$ cat src/rtl/comm_frame_arbiter.sv
// Frame-level arbiter for the redundant comm A/B receivers: ends a frame on an idle gap,
// forwards the longer copy to the command decoder and flushes the other copy.
module comm_frame_arbiter #(
  parameter int CNT_W      = 5,
  parameter int GAP_CYCLES = 20000,
  parameter int NUM_W      = 10
) (
  input  logic             clk,
  input  logic             rst_n,
  input  logic             push_a,
  input  logic             push_b,
  input  logic [CNT_W-1:0] count_a,
  input  logic [CNT_W-1:0] count_b,
  input  logic [7:0]       rdr_a,
  input  logic [7:0]       rdr_b,
  output logic             pop_a,
  output logic             pop_b,
  output logic [7:0]       cmd_data,
  output logic             cmd_valid,
  input  logic             cmd_ready,
  output logic             cmd_last,
  output logic             sel,
  output logic             busy,
  output logic             frame_err
);

  localparam int IDW = $clog2(GAP_CYCLES + 1);
  localparam logic [IDW-1:0]   GAP_LAST = IDW'(GAP_CYCLES - 1);
  localparam logic [IDW-1:0]   IDLE_MAX = '1;
  localparam logic [NUM_W-1:0] NUM_MAX  = '1;

  localparam logic [3:0] ST_IDLE    = 4'd0;
  localparam logic [3:0] ST_RECV    = 4'd1;
  localparam logic [3:0] ST_DECIDE  = 4'd2;
  localparam logic [3:0] ST_LOAD    = 4'd3;
  localparam logic [3:0] ST_PRESENT = 4'd4;
  localparam logic [3:0] ST_WAIT    = 4'd5;
  localparam logic [3:0] ST_FLUSH   = 4'd6;
  localparam logic [3:0] ST_FWAIT   = 4'd7;
  localparam logic [3:0] ST_END     = 4'd8;

  logic [3:0]       state_q, state_d;
  logic [NUM_W-1:0] num_a_q, num_a_d, num_b_q, num_b_d;
  logic [IDW-1:0]   idle_q, idle_d;
  logic [CNT_W-1:0] len_q, len_d, flen_q, flen_d;
  logic             sel_q, sel_d;
  logic [7:0]       data_q, data_d;
  logic             valid_q, valid_d, last_q, last_d;
  logic             pop_a_q, pop_a_d, pop_b_q, pop_b_d;
  logic             err_q, err_d;

  logic             any_push;
  logic             sel_new;
  logic [CNT_W-1:0] sel_count, oth_count;

  assign any_push  = push_a | push_b;
  assign sel_new   = (num_a_q > num_b_q) ? 1'b0 : ((num_b_q > num_a_q) ? 1'b1 : sel_q);
  assign sel_count = sel_new ? count_b : count_a;
  assign oth_count = sel_new ? count_a : count_b;

  // Push and idle counters run in every state; DECIDE restarts the per-frame counts so a
  // push landing on the decision clock already belongs to the next frame.
  always_comb begin
    num_a_d = num_a_q;
    num_b_d = num_b_q;
    if (state_q == ST_DECIDE) begin
      num_a_d = {{(NUM_W-1){1'b0}}, push_a};
      num_b_d = {{(NUM_W-1){1'b0}}, push_b};
    end else begin
      if (push_a && num_a_q != NUM_MAX) num_a_d = num_a_q + NUM_W'(1);
      if (push_b && num_b_q != NUM_MAX) num_b_d = num_b_q + NUM_W'(1);
    end
    idle_d = any_push ? '0 : ((idle_q == IDLE_MAX) ? idle_q : idle_q + IDW'(1));
  end

  always_comb begin
    state_d = state_q;
    sel_d   = sel_q;
    len_d   = len_q;
    flen_d  = flen_q;
    data_d  = data_q;
    valid_d = valid_q;
    last_d  = last_q;
    pop_a_d = 1'b0;
    pop_b_d = 1'b0;
    err_d   = 1'b0;
    case (state_q)
      ST_IDLE: if (any_push) state_d = ST_RECV;
      ST_RECV: if (!any_push && idle_q >= GAP_LAST) state_d = ST_DECIDE;
      ST_DECIDE: begin
        sel_d  = sel_new;
        len_d  = sel_count;
        flen_d = oth_count;
        if (sel_count == '0) begin
          err_d   = 1'b1;
          state_d = ST_FLUSH;
        end else begin
          state_d = ST_LOAD;
        end
      end
      ST_LOAD: begin
        data_d  = sel_q ? rdr_b : rdr_a;
        valid_d = 1'b1;
        last_d  = (len_q == CNT_W'(1));
        state_d = ST_PRESENT;
      end
      ST_PRESENT: if (valid_q && cmd_ready) begin
        valid_d = 1'b0;
        last_d  = 1'b0;
        pop_a_d = ~sel_q;
        pop_b_d = sel_q;
        len_d   = len_q - CNT_W'(1);
        state_d = ST_WAIT;
      end
      // One spare clock lets the FIFO count and head byte settle after a pop.
      ST_WAIT: state_d = (len_q == '0) ? ST_FLUSH : ST_LOAD;
      ST_FLUSH: begin
        if (flen_q == '0) begin
          state_d = ST_END;
        end else begin
          pop_a_d = sel_q;
          pop_b_d = ~sel_q;
          flen_d  = flen_q - CNT_W'(1);
          state_d = ST_FWAIT;
        end
      end
      ST_FWAIT: state_d = ST_FLUSH;
      ST_END:   state_d = (num_a_q != '0 || num_b_q != '0) ? ST_RECV : ST_IDLE;
      default:  state_d = ST_IDLE;
    endcase
  end

  always_ff @(posedge clk or negedge rst_n) begin
    if (!rst_n) begin
      state_q <= ST_IDLE;
      num_a_q <= '0;
      num_b_q <= '0;
      idle_q  <= '0;
      len_q   <= '0;
      flen_q  <= '0;
      sel_q   <= 1'b0;
      data_q  <= '0;
      valid_q <= 1'b0;
      last_q  <= 1'b0;
      pop_a_q <= 1'b0;
      pop_b_q <= 1'b0;
      err_q   <= 1'b0;
    end else begin
      state_q <= state_d;
      num_a_q <= num_a_d;
      num_b_q <= num_b_d;
      idle_q  <= idle_d;
      len_q   <= len_d;
      flen_q  <= flen_d;
      sel_q   <= sel_d;
      data_q  <= data_d;
      valid_q <= valid_d;
      last_q  <= last_d;
      pop_a_q <= pop_a_d;
      pop_b_q <= pop_b_d;
      err_q   <= err_d;
    end
  end

  assign pop_a     = pop_a_q;
  assign pop_b     = pop_b_q;
  assign cmd_data  = data_q;
  assign cmd_valid = valid_q;
  assign cmd_last  = last_q;
  assign sel       = sel_q;
  assign busy      = (state_q != ST_IDLE);
  assign frame_err = err_q;

endmodule

$ cat config.mk
export PLATFORM = sky130hd
export DESIGN_NAME = comm_frame_arbiter
export DESIGN_NICKNAME = d
export VERILOG_FILES = /design/src/rtl/comm_frame_arbiter.sv
export SDC_FILE = /design/constraint.sdc
export NUM_CORES = 1
export LEC_CHECK = 0
export ABC_AREA = 1
export CAP_MARGIN = 40
export CORE_ASPECT_RATIO = 1.5
export CORE_MARGIN = 2
export CORE_UTILIZATION = 60
export DETAILED_ROUTE_END_ITERATION = 8
export PLACE_DENSITY = 0.82
export SLEW_MARGIN = 20
export SYNTH_ARGS = -nofsm -noshare
export SYNTH_HDL_FRONTEND = slang
export SYNTH_SLANG_ARGS = --single-unit
$ cat constraint.sdc
create_clock -name clk -period 3.4 [get_ports clk]
set_clock_uncertainty 0.15 [all_clocks]
set_input_delay 0.68 -clock clk [delete_from_list [all_inputs] [get_ports clk]]
set_output_delay 0.68 -clock clk [all_outputs]
set_load 0.01 [all_outputs]
== After elaboration in Yosys (flattened, before gate mapping) ==
Cells that the tools add are included.
Widths: inputs -> output; s select.

* $add $sub $neg: 5
* Order comparisons: 3
* Eq/ne operators: 17
* Multiplexer cells: 34
* Bitwise operators: 2
* Reductions and logical operators: 22

{| class="wikitable"
|+ Operator list
! kind !! count
|-
| $mux 10 || 4
|-
| $pmux 4 s9 || 1
|-
| $mux 15 || 2
|-
| $add 10x1->10 const B || 2
|-
| $gt 10x10->1 || 2
|-
| $mux 5 || 4
|-
| $ne 10x10->1 const B || 2
|-
| $pmux 5 s2 || 2
|-
| $reduce_bool 10->1 || 2
|-
| $eq 4x3->1 const B || 4
|-
| $mux 4 || 4
|-
| $add 15x1->15 const B || 1
|-
| $eq 15x15->1 const B || 1
|-
| $ge 15x15->1 const B || 1
|-
| $logic_not 5->1 || 3
|-
| $mux 1 || 10
|-
| $ne 2x2->1 const B || 5
|-
| $reduce_bool 2->1 || 5
|-
| $sub 5x1->5 const B || 2
|-
| $eq 4x2->1 const B || 2
|-
| $mux 8 || 1
|-
| $pmux 1 s2 || 4
|-
| $mux 3 || 2
|-
| $reduce_and 2->1 || 3
|-
| 11 further kinds || 14
|}

* Flip-flop bits (word level): 63
* Input bits: 31

== Longest topological paths before layout ==
Gate-level depths: netlist of run 1.

* Word-level depth: 7
* Gate-level depth with buffers: 16
* Depth with buffers taken out: 16

== Worst setup path after synthesis of run 1 ==
OpenSTA, ideal clock, no wires.

* Kind: register to register
* From: register num_a_q[9]
* To: register state_q[2]
* Arrival time: 1798 ps
* Required time: 3174 ps
* Slack: 1376 ps
* Cell stages (with the launch flop): 13
* Path buffers: 0
* Clock period less this slack: 2024 ps
* Cell sequence: dfrtp_1 inv_1 ha_1 nand2_2 inv_1 a21oi_2 nand3_2 nand2_4 nand2_1 o21ai_2 nand2_1 or2_1 o21ai_1

* Cells in the longest elaborated chain, start to end: 7

{| class="wikitable"
|+ Ends and longest elaborated chain
! item !! line !! text
|-
| start, declared || 43 || <nowiki>logic [NUM_W-1:0] num_a_q, num_a_d, num_b_q, num_b_d;</nowiki>
|-
| start signal, assigned || 150 || <nowiki>num_a_q <= num_a_d;</nowiki>
|-
| $gt 10x10->1 || 57 || <nowiki>assign sel_new = (num_a_q > num_b_q) ? 1'b0 : ((num_b_q > num_a_q) ? 1'b1 : sel_q);</nowiki>
|-
| $mux 1 || 57 ||
|-
| $mux 1 (*) || 57 ||
|-
| $mux 5 (*) || 58 || <nowiki>assign sel_count = sel_new ? count_b : count_a;</nowiki>
|-
| $logic_not 5->1 (*) || 94 || <nowiki>if (sel_count == '0) begin</nowiki>
|-
| $mux 3 (*) || 94 ||
|-
| $pmux 4 s9 (*) || 87 || <nowiki>case (state_q)</nowiki>
|-
| end signal, assigned || 149 || <nowiki>state_q <= state_d;</nowiki>
|-
| end, declared || 42 || <nowiki>logic [3:0] state_q, state_d;</nowiki>
|}

Every way passes the cells marked *; elsewhere a longest branch is shown, timed or not.
A chain may end at the register's enable or synchronous reset.

== Worst setup path after layout of run 1 ==
* From: register state_q[1]
* To: output port busy

* Cells in the longest elaborated chain, start to end: 1

{| class="wikitable"
|+ Ends and longest elaborated chain
! item !! line !! text
|-
| $reduce_bool 4->1 || 171 || <nowiki>assign busy = (state_q != ST_IDLE);</nowiki>
|-
| end, declared || 23 || <nowiki>output logic busy,</nowiki>
|}

No other way between the ends.

==> results.md, run 1 <==
* DRT Pass-1 Iters at 4
* Status: finished, final reports clean
* P&R area growth vs syn at 17.6%
* Number of synthesized flops with an enable pin at 0
* YS warnings at 0
* Clk root buf: clkbuf_8
* Dpl cell area at 4490 µm²
* CP required at 2.57 ns
* Syn nets at 565
* Share of flip-flops with an asynchronous set or reset at 1.00
* Syn avg cell area at between 7 and 8 µm²
* Critical R2R Capture: state_q[0]
* Register area share after synthesis at 0.399
* Core Region at 6440 µm²
* Row Count at 36
* Chip height at 103 µm
* R2r worst-path depth at 16
* Die Area at about 7300 µm²
* Worst setup SP type: register
* IO buf count at between 40 and 50
* Pin count of the biggest net entering global routing at 32
* Mux share of post-synthesis cell area at 0
* P_leak at approximately 2.2 nW
* Post-route ant nets at 0
* Setup tns final at 0 ns
* All-Layer GR Usage at 0.276
* Die X-Extent at 70.3 µm
* # DRC at 0
* Final setup vio count at 0
* I/O pins at 46
* Final period util at 0.729
* Power Density at ~740 nW/µm²
* Layout net count at 617
* Critical path type: reg -> out
* Setup Buffers After CTS at 0
* Final wirelength at 9230 µm
* Worst-path fanout max at 6
* Worst-Skew Late Latency at 0.36 ns
* Wirelength per Cell at 14.3 µm
* Post-Route Hold Slack at 0.0396 ns
* H-tree depth at 3
* Largest family of logic cells by synthesized area: simple AND/OR/NAND/NOR gates
* CP Data Arrival Time at 1.65 ns
* Cells after synthesis at 514
* Register Area at 1580 µm²
* Slew HR at 0.668
* Final hold vios at 0
* RSZ-0062 raised after global routing: no
* Multi-input logic area at 2000 µm²
* Post-Synth Simple-Gate Area at 0.262
* Hold-fix buffers, CTS at 0
* Synth Area in Compound Gates at 0.170
* Antenna violations before repair at 0
* PostCTS Resize Cnt at 0
* Reg2Reg Setup Slack at ~1.0 ns
* Worst hold path class: in -> async
* Post-synthesis cell type count at 44
* Final Slew Violations at 0
* Sink Count at 63
* Peak VDD IR at around 0.51 mV
* Via density at between 5 and 6
* Crit. End Element: output pin
* Cell area after layout at around 4700 µm²
* XOR/XNOR Fraction of Synth Area at 0.0111
* DPL Wire Length at 7240 µm
* CTS tree: built
* Final GP Congestion at about 0.9
* Fmax at approximately 400 MHz
* Total congestion overflow at 0
* CTS max path bufs at 2
* Reg clk slew, reported paths at approximately 0.060 ns
* First-pass GRT wire length at 15,700 µm
* ANT cells at 0
* Share of cells above drive strength 1 at 0.104
* Initial core utilization at 0.614
* FF-to-FF Start: num_a_q[3]
* Vias in the first global route at 3,595
* Post-synth top flop: dfrtp_1
* Period minus WS final at 2.48 ns
* Tightest Pin Transition at slightly below 0.5 ns
* Routed vias at 3,598
* Num CTS Buffers at 9
* Initial DRC Count at 139
* Adder-Cell Fraction of Synth Area at 0.0633
* Max_cap viols at 0
* Flops & latches, synth at 63
* Fillcell total at between 500 and 600
* Synthesized area at roughly 4000 µm²
-- stage by stage --
stage,util,total power [mW],setup slack [ns],instances
4_1_cts,0.722,3.46,0.915,645
6_report,0.722,3.45,0.920,645
3_3_place_gp,0.697,2.80,0.880,631
2_1_floorplan,-,2.36,1.38,514
5_1_grt,0.722,3.75,0.827,645
3_5_place_dp,0.697,2.88,0.823,631
-- worst max-delay path: stages (launching register included) --
cell,delay (ns)
dfrtp_1,0.44
nor2_1,0.22
nand2_1,0.13
clkdlybuf4s50_1,0.50
-- where the power goes --
group | leakage (nW) | switching (mW) | internal [mW]
Combinational | 1.27 | 1.10 | 0.671
Clock | 0.0854 | 0.276 | 0.295
Sequential | 0.821 | 0.163 | 0.950
-- routing by layer --
layer  GRT usage  routed length (µm)  up-vias
li1            -                   -     1809
met5           0                   0        -
met3      0.0514                 376       23
met4       0.158                 271        0
met1       0.287                3590     1680
met2       0.516                4990       86
-- state kept, by name (all words and copies together) (netlist names), 4 cells and up --
| register | cells |
|---|---|
| cmd_data | 8 |
| flen_q | 5 |
| len_q | 5 |
| idle_q | 15 |
| state_q | 4 |
| num_a_q | 10 |
| num_b_q | 10 |
-- worst max path at each step --
stage	to	slack, ns	start	cells after the start
global route	state_q[0]	0.83	num_a_q[9]	14
finish	busy	0.92	state_q[1]	3
floorplan	state_q[2]	1.38	num_a_q[9]	12
detailed placement	state_q[0]	0.82	push_a	7
global placement	state_q[0]	0.88	push_a	7
CTS	busy	0.92	state_q[1]	3
-- cell usage after synthesis (4+ instances only) --
cell type	instances	share of area
nand2_1	99	0.094
inv_1	80	0.076
nor4_1	4	0.0063
xor2_1	5	0.011
o21ai_1	15	0.019
nand4_1	5	0.0079
nor2_4	4	0.011
nor2_1	31	0.029
nor3_1	20	0.025
nand3_2	4	0.010
nand2_2	9	0.014
nand3_1	24	0.030
a31oi_1	7	0.011
dfrtp_1	63	0.40
clkbuf_1	4	0.0038
inv_2	9	0.0085
o21ai_0	43	0.054
a21oi_1	23	0.029
o22ai_1	4	0.0063
ha_1	20	0.063
a211oi_1	5	0.0095
-- layout make-up --
class / count / share of cell area
clock inverters: 1 / 0.00108
well taps: 76 / 0.0204
inverters: 90 / 0.0726
flip-flops and latches: 63 / 0.339
clock buffers: 13 / 0.0342
repair buffers: 49 / 0.102
multi-input cells: 353 / 0.430
-- kinds of logic (layout without fill, tap and decap cells) --
logic type,Yosys count,count (layout)
compound gates,115,115
fa+ha+maj,20,20
xor+xnor,5,5
simple gates,213,213
flops,63,63
buf+inv,98,153
-- placed cells by master (no fill, tap or decap), types with 5 or more instances in the layout --
master and n:
a211oi_1 5, a21oi_1 23, a31oi_1 7, clkbuf_8 11, clkdlybuf4s50_1 44, dfrtp_1 63
ha_1 20, inv_1 80, inv_2 9, nand2_1 99, nand2_2 9, nand3_1 24
nand4_1 5, nor2_1 31, nor3_1 20, o21ai_0 43, o21ai_1 15, xor2_1 5
No activity file was read; power rests on OpenSTA's default activity.
==> run 2, diff against run 1 <==
--- a/config.mk
+++ b/config.mk
@@ -9,9 +9,9 @@
 export CAP_MARGIN = 40
 export CORE_ASPECT_RATIO = 1.5
 export CORE_MARGIN = 2
-export CORE_UTILIZATION = 60
+export CORE_UTILIZATION = 57
 export DETAILED_ROUTE_END_ITERATION = 8
-export PLACE_DENSITY = 0.82
+export PLACE_DENSITY = 0.78
 export SLEW_MARGIN = 20
 export SYNTH_ARGS = -nofsm -noshare
 export SYNTH_HDL_FRONTEND = slang
==> constraint.sdc (replaced) <==
create_clock -name clk -period 2.4 [get_ports clk]
set_clock_uncertainty 0.15 [all_clocks]
set_input_delay 0.48 -clock clk [delete_from_list [all_inputs] [get_ports clk]]
set_output_delay 0.48 -clock clk [all_outputs]
set_load 0.01 [all_outputs]
==> run 2 against run 1 <==
Effect of this change:
- the run now ends with hold timing left
- power is 47% higher
- sequential power is 40% higher
- register-to-register slack worse by 0.82 ns
- first-iteration DRC count is 14% higher
- wire length is 4.6% lower
- critical path depth is 8 higher
- hold slack worse by 0.040 ns
- clock-buffer cell count is 1 higher
- combinational power is 50% higher
- setup slack worse by 0.73 ns
- sequential share of layout area is 0.77 points lower
- flip-flop and latch count stayed put
- largest cell class unchanged
- highest routed layer unchanged
==> results.md, run 2 (synthesized netlist as in run 1, its figures left out) <==
* Top Usage Layer GRT: met2 (unchanged)
* Period minus WS final at 2.21 ns
* # DRC at 0 (unchanged)
* CTS tree: built (unchanged)
* Worst-path fanout max at 8 (was 6)
* IO buf count at 45 (unchanged)
* Max_cap viols at 0 (unchanged)
* Share of cells above drive strength 1 at 0.121 (was 0.104)
* GR Util met3 at 0.0445 (was 0.0514)
* Via density at 5.47 (was 5.58)
* Die X-Extent at 72 µm (was 70.3 µm)
* Slew HR at 0.690 (was 0.668)
* Worst setup SP type: register (unchanged)
* H-tree depth at 3 (unchanged)
* Num CTS Buffers at 9 (unchanged)
* Top Registers: idle_q (15), num_a_q (10), num_b_q (10) (unchanged)
* Critical Path End: state_q[2] (was busy)
* Power Density at 1060 nW/µm² (was 742 nW/µm²)
* P_leak at 2.24 nW (was 2.18 nW)
* Reg clk slew, reported paths at 0.07 ns (was 0.06 ns)
* Peak VDD IR at 0.653 mV (was 0.509 mV)
* Stages on the worst setup path at 11 (was 3)
* Vias in the first global route at 3,622 (was 3,595)
* Fillcell total at 586 (was 501)
* Dpl cell area at 4550 µm² (was 4490 µm²)
* CP required at 2.51 ns (was 2.57 ns)
* DPL Wire Length at 6860 µm (was 7240 µm)
* Chip height at 106 µm (was 103 µm)
* GRT met2 Usage at 0.470 (was 0.516)
* Initial core utilization at 0.581 (was 0.614)
* Most used cells in the layout excluding fill and tap cells: nand2_1 (99), inv_1 (79), dfrtp_1 (63) (was nand2_1 (99), inv_1 (80), dfrtp_1 (63))
* ANT cells at 0 (unchanged)
* All-Layer GR Usage at 0.259 (was 0.276)
* Cell-by-cell trace of the critical path: inv_1 > ha_1 > nand2_1 > nor2_4 > nand3_2 > nand3_4 > nand2_2 > o21ai_2 > nand2_1 > or2_1 > o21ai_1 (was nor2_1 > nand2_1 > clkdlybuf4s50_1)
* Worst hold path class: in -> async (unchanged)
* Register Area at 1580 µm² (unchanged)
* I/O pins at 46 (unchanged)
* First-pass GRT wire length at 15,600 µm (was 15,700 µm)
* Core Region at 6810 µm² (was 6440 µm²)
* Slowest cell on crit path: dfrtp_1 (was clkdlybuf4s50_1)
* Hold-fix buffers, CTS at 0 (unchanged)
* Initial DRC Count at 158 (was 139)
* Critical Path Start: num_a_q[7] (was state_q[1])
* Post-route ant nets at 0 (unchanged)
* P&R area growth vs syn at 20.3% (was 17.6%)
* CTS max path bufs at 2 (unchanged)
* Die Area at 7630 µm² (was 7270 µm²)
* Status: complete, but fails checks (was finished, final reports clean)
* Tightest Pin Transition at 0.464 ns (was 0.495 ns)
* Multi-input logic area at 2020 µm² (was 2000 µm²)
* CP Data Arrival Time at 2.32 ns (was 1.65 ns)
* Failing checks: hold timing
* Max FFs per register at 15 (unchanged)
* Fmax at 452 MHz
* Critical path type: reg -> reg (was reg -> out)
* Worst-Skew Late Latency at 0.34 ns (was 0.36 ns)
* Post-Route Hold Slack at -0.000738 ns (was 0.0396 ns)
* Clk root buf: clkbuf_8 (unchanged)
* FF-to-FF Start: num_a_q[7] (was num_a_q[3])
* Critical R2R Capture: state_q[2] (was state_q[0])
* DRT Pass-1 Iters at 4 (unchanged)
* Final period util at 0.922
* Cell family with most CP delay: simple AND/OR/NAND/NOR gates (was buffers and inverters)
* Most frequent CP cell: nand2_1
* Layout net count at 626 (was 617)
* Crit. End Element: register (was output pin)
* Final hold vios at 1 (was 0)
* CP max stage delay at 0.39 ns (was 0.50 ns)
* Row Count at 37 (was 36)
* R2r worst-path depth at 11 (was 16)
* Pin count of the biggest net entering global routing at 64 (was 32)
* Final Slew Violations at 0 (unchanged)
* Antenna violations before repair at 0 (unchanged)
* Final GP Congestion at 0.857 (was 0.895)
* Cell area after layout at 4760 µm² (was 4650 µm²)
* Routed vias at 3,587 (was 3,598)
* Commonest non-fill, non-tap cell in the layout: nand2_1 (unchanged)
* Final setup vio count at 0 (unchanged)
* Wirelength per Cell at 13.4 µm (was 14.3 µm)
* CP Buf/Inv Count at 1 (unchanged)
* Met1 Use GR at 0.290 (was 0.287)
* Sink Count at 63 (unchanged)
* Largest reg by FF count: idle_q (unchanged)
* Reg2Reg Setup Slack at 0.19 ns (was 1.01 ns)
* Total congestion overflow at 0 (unchanged)
* Final wirelength at 8800 µm (was 9230 µm)
==> run 2: changes by cell type in the layout (fill, tap and decap cells not counted) <==
cell,delta
buf_4,+7
clkinv_2,-1
o21ai_0,-1
nand2_2,+1
clkbuf_8,+2
buf_12,+1
o21ai_1,+1
nand3_2,-1
inv_2,+1
clkbuf_1,-1
inv_1,-1
nand3_4,+1
==> run 2: area by class of cell <==
class / count / share of cell area
tap: 78 / 0.0205
timing repair buffer: 57 / 0.115
multi-input combinational: 354 / 0.424
clock buffer: 14 / 0.0384
inverter: 90 / 0.0710
sequential: 63 / 0.331
==> run 2: worst min-delay path by stage <==
stage,startpoint,end,slack (ns)
after floorplan,rst_n,cmd_data[0],0.03
after global placement,cmd_data[2],cmd_data[2],0.32
after detailed placement,cmd_data[1],cmd_data[1],0.33
after CTS,rst_n,len_q[3],0.009
after global routing,rst_n,len_q[1],0.03
final,rst_n,flen_q[1],-0.0007
==> run 2: repair_timing <==
item | CTS | global route
buffers inserted | 0 | 2
gates resized for setup | 0 | 3
endpoints found under the setup margin | 0 | 4
endpoints found under the hold margin | 0 | 0
==> run 2: metrics by stage <==
| stage | TNS, ns | cells | worst slack, ns | power, mW | util |
|---|---|---|---|---|---|
| floorplan | 0 | 514 | 0.376 | 3.35 | - |
| global placement | 0 | 639 | 0.184 | 4.02 | 0.668 |
| detailed placement | 0 | 639 | 0.103 | 4.11 | 0.668 |
| CTS | 0 | 653 | 0.0981 | 4.98 | 0.695 |
| global route | -0.00148 | 656 | -0.00148 | 5.54 | 0.699 |
| finish | 0 | 656 | 0.187 | 5.06 | 0.699 |
==> run 2: worst register-to-register path, stage by stage, from the launching register on <==
cell	delay, ns
dfrtp_1	0.39
inv_1	0.10
ha_1	0.31
nand2_1	0.09
nor2_4	0.14
nand3_2	0.10
nand3_4	0.14
nand2_2	0.13
o21ai_2	0.15
nand2_1	0.08
or2_1	0.24
o21ai_1	0.13
==> run 2: metal layers <==
layer  routed length (µm)  part of all wire
met5                    0                 0
met4                  210             0.024
met3                  329             0.037
met2                 4660              0.53
met1                 3600              0.41
==> run 2: where the power goes <==
part | switching, mW | internal [mW]
combinational | 1.59 | 1.06
sequential | 0.208 | 1.35
clock | 0.378 | 0.477
total | 2.18 | 2.89
